`src/rtl/traffic_pkg.sv`:
```
// Shared definitions for the traffic-light controller.
// Holds the phase (state) encodings and the lamp patterns {red,yellow,green}.
package traffic_pkg;

    typedef enum logic [2:0] {
        S_HG    = 3'd0,  // highway green
        S_HY    = 3'd1,  // highway yellow
        S_AR1   = 3'd2,  // all red, highway -> farm
        S_FG    = 3'd3,  // farm green
        S_FY    = 3'd4,  // farm yellow
        S_AR2   = 3'd5,  // all red, farm/flash -> highway
        S_FLASH = 3'd6   // night flashing
    } state_t;

    localparam logic [2:0] RED = 3'b100;
    localparam logic [2:0] YEL = 3'b010;
    localparam logic [2:0] GRN = 3'b001;
    localparam logic [2:0] OFF = 3'b000;

endpackage

```
`src/rtl/phase_timer.sv`:
```
// Phase timer: counts cycles spent in the current phase.
// Ports:
//   clk   - clock, rising edge
//   rst   - asynchronous active-high reset, forces cnt to 0
//   clear - restart the count at 0 on the next edge (phase entry)
//   cnt   - cycles elapsed since phase entry, saturating at all-ones
module phase_timer #(
    parameter int CNT_W = 16
) (
    input  logic             clk,
    input  logic             rst,
    input  logic             clear,
    output logic [CNT_W-1:0] cnt
);

    always_ff @(posedge clk or posedge rst) begin
        if (rst) begin
            cnt <= '0;
        end else if (clear) begin
            cnt <= '0;
        end else if (cnt != {CNT_W{1'b1}}) begin
            cnt <= cnt + 1'b1;
        end
    end

endmodule

```
`src/rtl/traffic_light_gen2.sv`:
```
// Highway / farm-road intersection controller with pedestrian walk phase
// and night flashing mode.
// Ports:
//   clk     - clock, rising edge
//   rst     - asynchronous active-high reset (returns to highway green)
//   c       - farm-road car sensor (level)
//   ped_req - pedestrian request (pulse or level), latched until served
//   night   - night-flash request (level), honoured only from highway green
//   hwy     - highway lamps {red,yellow,green}
//   farm    - farm-road lamps {red,yellow,green}
//   walk    - pedestrian walk lamp
//   phase   - current state encoding
module traffic_light_gen2
    import traffic_pkg::*;
#(
    parameter int CNT_W   = 16,
    parameter int T_LONG  = 8,
    parameter int T_SHORT = 3,
    parameter int T_CLEAR = 2,
    parameter int T_WALK  = 4,
    parameter int T_FLASH = 2
) (
    input  logic       clk,
    input  logic       rst,
    input  logic       c,
    input  logic       ped_req,
    input  logic       night,
    output logic [2:0] hwy,
    output logic [2:0] farm,
    output logic       walk,
    output logic [2:0] phase
);

    localparam longint CNT_LIM = longint'(1) << CNT_W;

    if (T_LONG < 1 || longint'(T_LONG) >= CNT_LIM ||
        T_SHORT < 1 || longint'(T_SHORT) >= CNT_LIM ||
        T_CLEAR < 1 || longint'(T_CLEAR) >= CNT_LIM ||
        T_WALK < 1 || longint'(T_WALK) >= CNT_LIM ||
        T_FLASH < 1 || longint'(T_FLASH) >= CNT_LIM ||
        T_WALK > T_LONG) begin : g_bad_timing
        $error("traffic_light_gen2: illegal timing parameters");
    end

    // Last-cycle compare values, expressed at timer width.
    localparam logic [CNT_W-1:0] LONG_END  = CNT_W'(T_LONG - 1);
    localparam logic [CNT_W-1:0] SHORT_END = CNT_W'(T_SHORT - 1);
    localparam logic [CNT_W-1:0] CLEAR_END = CNT_W'(T_CLEAR - 1);
    localparam logic [CNT_W-1:0] WALK_END  = CNT_W'(T_WALK - 1);
    localparam logic [CNT_W-1:0] WALK_LEN  = CNT_W'(T_WALK);
    localparam logic [CNT_W-1:0] FLASH_LEN = CNT_W'(T_FLASH);

    state_t           state;
    state_t           next_state;
    logic [CNT_W-1:0] cnt;
    logic [CNT_W-1:0] flash_idx;
    logic             entering;
    logic             ped_pend;

    // Any state change restarts the phase timer.
    assign entering = (next_state != state);

    phase_timer #(
        .CNT_W(CNT_W)
    ) u_timer (
        .clk  (clk),
        .rst  (rst),
        .clear(entering),
        .cnt  (cnt)
    );

    always_ff @(posedge clk or posedge rst) begin
        if (rst) begin
            state <= S_HG;
        end else begin
            state <= next_state;
        end
    end

    // Pedestrian request latch; clearing on FG entry beats a same-cycle request.
    always_ff @(posedge clk or posedge rst) begin
        if (rst) begin
            ped_pend <= 1'b0;
        end else if (entering && next_state == S_FG) begin
            ped_pend <= 1'b0;
        end else if (ped_req && state != S_FG) begin
            ped_pend <= 1'b1;
        end
    end

    always_comb begin
        next_state = state;
        case (state)
            S_HG: begin
                if (night) begin
                    next_state = S_FLASH;
                end else if (cnt >= LONG_END && (c || ped_pend)) begin
                    next_state = S_HY;
                end
            end
            S_HY:    if (cnt == SHORT_END) next_state = S_AR1;
            S_AR1:   if (cnt == CLEAR_END) next_state = S_FG;
            S_FG: begin
                // Farm green ends early once traffic is gone and the walk time is served.
                if (cnt >= LONG_END || (!c && cnt >= WALK_END)) begin
                    next_state = S_FY;
                end
            end
            S_FY:    if (cnt == SHORT_END) next_state = S_AR2;
            S_AR2:   if (cnt == CLEAR_END) next_state = S_HG;
            S_FLASH: if (!night) next_state = S_AR2;
            default: next_state = S_HG;
        endcase
    end

    // Which half-period of the flash cycle we are in; even halves are lit.
    assign flash_idx = cnt / FLASH_LEN;

    always_comb begin
        hwy  = RED;
        farm = RED;
        walk = 1'b0;
        case (state)
            S_HG:  hwy = GRN;
            S_HY:  hwy = YEL;
            S_FG: begin
                farm = GRN;
                walk = (cnt < WALK_LEN);
            end
            S_FY:  farm = YEL;
            S_FLASH: begin
                if (flash_idx[0]) begin
                    hwy  = OFF;
                    farm = OFF;
                end else begin
                    hwy  = YEL;
                    farm = RED;
                end
            end
            default: begin
                hwy  = RED;
                farm = RED;
            end
        endcase
    end

    assign phase = state;

endmodule

```
`config.mk`:
```
export PLATFORM = sky130hd
export DESIGN_NAME = traffic_light_gen2
export DESIGN_NICKNAME = d
export VERILOG_FILES = /design/src/rtl/traffic_pkg.sv /design/src/rtl/phase_timer.sv /design/src/rtl/traffic_light_gen2.sv
export SDC_FILE = /design/constraint.sdc
export NUM_CORES = 1
export LEC_CHECK = 0
export ABC_AREA = 1
export CORE_ASPECT_RATIO = 1.4
export CORE_MARGIN = 8
export CORE_UTILIZATION = 25
export DETAILED_ROUTE_END_ITERATION = 8
export PLACE_DENSITY = 0.5
export REMOVE_ABC_BUFFERS = 1
export SLEW_MARGIN = 20
export SYNTH_ARGS = -nofsm -noshare
export SYNTH_HDL_FRONTEND = slang
export SYNTH_HIERARCHICAL = 1
export SYNTH_SLANG_ARGS = --single-unit
```
`constraint.sdc`:
```
create_clock -name clk -period 5.9 [get_ports clk]
set_input_delay 0.885 -clock clk [delete_from_list [all_inputs] [get_ports clk]]
set_output_delay 0.885 -clock clk [all_outputs]
set_load 0.1 [all_outputs]
```
* Word-level counts from Yosys, hierarchy flattened
Index checks and enable logic that the tools add are counted.
** Operators by class
- Equal/unequal tests :: 12
- Add/sub/neg operators :: 1
- Muxes and demuxes :: 18
- Order comparisons :: 3
- Reduce and logical (&&, ||, !) cells :: 10
** Operators by type and width (count)
- 2-to-1 mux 16 bit :: 2
- 2-to-1 mux 3 bit :: 9
- one-hot mux 3 bit (7 select lines) :: 1
- one-hot mux 3 bit (3 select lines) :: 2
- adder 16 x 1 -> 16 bit (second input constant) :: 1
- == test 16 x 1 -> 1 bit (second input constant) :: 1
- == test 16 x 2 -> 1 bit (second input constant) :: 1
- greater-or-equal comparator 16 x 2 -> 1 bit (second input constant) :: 1
- greater-or-equal comparator 16 x 3 -> 1 bit (second input constant) :: 1
- < comparator 16 x 3 -> 1 bit (second input constant) :: 1
- inequality test 16 bit (second input constant) :: 1
- == test 3 x 2 -> 1 bit (second input constant) :: 3
- == test 3 bit (second input constant) :: 3
- logical AND 1 bit :: 4
- nonzero test 2 bit :: 2
- == test 3 x 1 -> 1 bit (second input constant) :: 1
- zero test 3 bit :: 1
- 2-to-1 mux 1 bit :: 3
- inequality test 3 x 2 -> 1 bit (second input constant) :: 1
- inequality test 3 bit :: 1
- logical OR 1 bit :: 2
- 2-to-1 mux 2 bit :: 1
- zero test 1 bit :: 1
** Word-level totals
- Register bits :: 20
- Word-level logic and storage cells :: 47
- Input bits :: 5
- Output and inout bits :: 10

* Depth between registers and ports, before layout
- Depth after elaboration :: 8
- Gate-level depth with buffers :: 15
- Depth with buffers taken out :: 14

* Modules after synthesis
The synthesis kept the hierarchy.
** Modules (own cells, without submodules)
- phase_timer :: times used 1, seq. area each 400.4 µm², area an instance 994.7 µm², cells each 132
- traffic_light_gen2 :: times used 1, seq. area each 100.1 µm², area an instance 548.0 µm², cells each 94

* Worst setup path after synthesis
Ideal clock, no wire load.
- Path kind :: register to output
- Start :: reg state[1], in the netlist phase[1]
- End :: out walk
- Path slack :: -47 ps
- Stages on the path, launching flop included :: 5
- Buffers on the path :: 0
- Data required time :: 5015 ps
- Data arrival time :: 5062 ps
- Cells stage by stage :: dfrtp_1 > inv_2 > nor3_4 > inv_2 > nor4_1
** On the way
- Word-level cells in the longest chain between the ends :: 2
** Ends and longest elaborated chain
- start: declaration :: RTL line traffic_light_gen2.sv:53 : state_t state;
- start signal: assignment :: RTL line traffic_light_gen2.sv:76 : state <= next_state;
- == test 3 x 2 -> 1 bit :: RTL line traffic_light_gen2.sv:123 : case (state)
- 2-to-1 mux 1 bit :: RTL line traffic_light_gen2.sv:123
- end: declaration :: RTL line traffic_light_gen2.sv:30 : output logic walk,
Every way passes these cells.

* Final worst setup path
Same ends and word-level chain as after synthesis.

==> impl_metrics.yaml <==
status:
  status: "completed"
detailed_routing:
  drcViolationCount: 0
  drt_pass1_iterations: 4
  viasPerCell: 4.404
  finalWirelength_um: 3904
  drt_iter0_drc: 31
  dr_total_vias: 1383
  wl_per_cell_um: 12.43
  drtAntennaViolNets: 0
grt:
  busiest_layer: "met2"
  use_met1_pct: 9.629
  grt_usage_pct: 9.129
  grt_max_degree: 17
  grt_pass1_wl_um: 6437
  grt-ovfl-total: 0
  grt_util_met3_pct: 1.485
  use_met2_pct: 17.13
  grt_antenna_before_repair: 0
  grt_pass1_vias: 1356
cts:
  cts_buffers: 3
  post_cts_buffers: 0
  numClockSinks: 20
  hold_buffers: 0
  cts_resized: 0
  cts_tree: "done"
  h-tree-depth: 1
  root_buffer: "clkbuf_8"
  clock_latency_ps: 260
  clk_pin_slew_ps: 80
  clock_path_buffers: 2
layout:
  postLayoutCoreUtil_pct: 29.78
  num_antenna_cells: 0
  finalNetCount: 249
  final_common_cell: "nand2_1"
  drive_gt1_share_pct: 16.53
  area_growth_pct: 17.44
  mostFrequentLayoutCells: "nand2_1, nor2_1, inv_1"
  layoutNonFillerInstCount: 314
  final_cell_area_um2: 1812
power:
  leakage_nw: 0.8928
  power_density_nw_per_um2: 487.7
  peakVddDrop_uv: 275.5
critical_path:
  worstSetupStartpointType: "register"
  required_ps: 5020
  cp.arrival_ps: 2580
  cp_max_fo: 7
  cp-end-kind: "output pin"
  critical_path_class: "register to output pin"
sta:
  max-slew-margin-rel_pct: 34.71
  finalCritPeriodShare_pct: 58.80
  finalWorstSetupSlack_ps: 2431
  setup_viol: 0
  drv_slew: 0
  min_period_ps: 3469
  rsz0062_at_grt: "no"
  tightest_slew_ps: 976.3
  clock.fmax_mhz: 288.2
  setup_tns_ps: 0
  fin_worst_skew_ps: 4.649
  hold_viol: 0
floorplan:
  rows: 34
  dieArea_um2: 8976
  die_y_um: 108.9
  die_w_um: 82.39
  initial_core_util_pct: 25.36
  placeableCoreArea_um2: 6083
  ios: 15
placed_design:
  post-place-ws_ps: 2701
  dp_cells: 310
  placed_area_um2: 1757
  port_buffers: 14
  place.gp.congestion: 0.7858
  hpwl_um: 3079
synth:
  syn_avg_cell_area_um2: 6.826
  synth_area_um2: 1543
  seq_area_frac_synth_pct: 32.44
  yosys_warnings: 6
  synth_cell_types: 29
  synthCells: 226
  yosys_register_bits: 20
worst_hold_path:
  hp-class: "register to register"
flow_run:
  drv_cap: 0
[path summary, 6_finish.rpt]
| path | slack [ps] | to | start | cells after the start |
|---|---|---|---|---|
| hold reg to reg | 550 | ped_pend | ped_pend | 2 |
| min in group asynchronous | 860 | phase[2] | rst | 2 |
| max in group asynchronous | 4450 | u_timer/cnt[11] | rst | 2 |
| hold / removal | 550 | ped_pend | ped_pend | 2 |
| setup reg to reg | 3280 | u_timer/cnt[2] | u_timer/cnt[5] | 13 |
| setup / recovery | 2430 | walk | phase[1] | 5 |
[flip-flops by register name (all words and copies together) (netlist names)]
name         flops
u_timer/cnt     16
phase            3
ped_pend         1
[cells in the mapped netlist (all sizes together)]
| library cell | n | area, µm² |
|---|---|---|
| nand2 | 62 | 255.2 |
| nor2 | 40 | 190.2 |
| inv | 37 | 138.9 |
| nand3 | 27 | 155.2 |
| dfrtp | 20 | 500.5 |
| nand4 | 10 | 77.57 |
| o21ai | 8 | 43.79 |
| xnor2 | 4 | 35.03 |
| a21oi | 3 | 15.01 |
| nor3 | 3 | 36.29 |
| o21bai | 3 | 22.52 |
| buf | 2 | 16.26 |
| ha | 1 | 12.51 |
| nor4 | 1 | 6.260 |
| o211ai | 1 | 7.510 |
| o21a | 1 | 7.510 |
| o31ai | 1 | 7.510 |
| or2 | 1 | 6.260 |
| xor2 | 1 | 8.760 |
[power by group]
part	internal, mW	total [mW]	switching [mW]	leakage (nW)
registers	0.156	0.194	0.0373	0.268
clock network	0.0594	0.106	0.0469	0.0288
logic	0.131	0.584	0.453	0.596
[cells by family (layout without fill, tap and decap cells)]
family	Yosys count	in the layout	share of synthesized area (%)
simple gates	144	144	47.12
xor+xnor	5	5	2.838
flops	20	20	32.44
buf+inv	39	55	10.06
fa+ha+maj	1	1	0.8109
compound gates	17	17	6.732
[per-stage QoR]
step / power [mW] / hold slack [ps]
finish: 0.8836 / 550.0
global route: 0.9397 / 571.9
CTS: 0.8950 / 554.3
detailed placement: 0.7845 / 535.0
global placement: 0.7848 / 527.7
floorplan: 0.6482 / 478.9
[metal layers]
layer / up-vias / part of all wire (%)
met4: 0 / 1.1
met3: 4 / 4.5
met5: - / 0
li1: 752 / -
met1: 608 / 42
met2: 19 / 52
[cell type report]
| type | count | area, µm² |
|---|---|---|
| Sequential cell | 20 | 500.5 |
| Fill cell | 689 | 4272 |
| Clock buffer | 4 | 55.05 |
| Inverter | 37 | 138.9 |
| Timing Repair Buffer | 14 | 140.1 |
| Multi-Input combinational cell | 167 | 887.1 |
| Tap cell | 72 | 90.09 |
[worst max-delay path, cell delays in order, from the launching register on]
cell and delay, ps:
dfrtp_1 490, inv_2 100, nor3_4 240, inv_2 70, nor4_1 240, clkdlybuf4s50_1 1180
(Power assumes the default switching activity.)
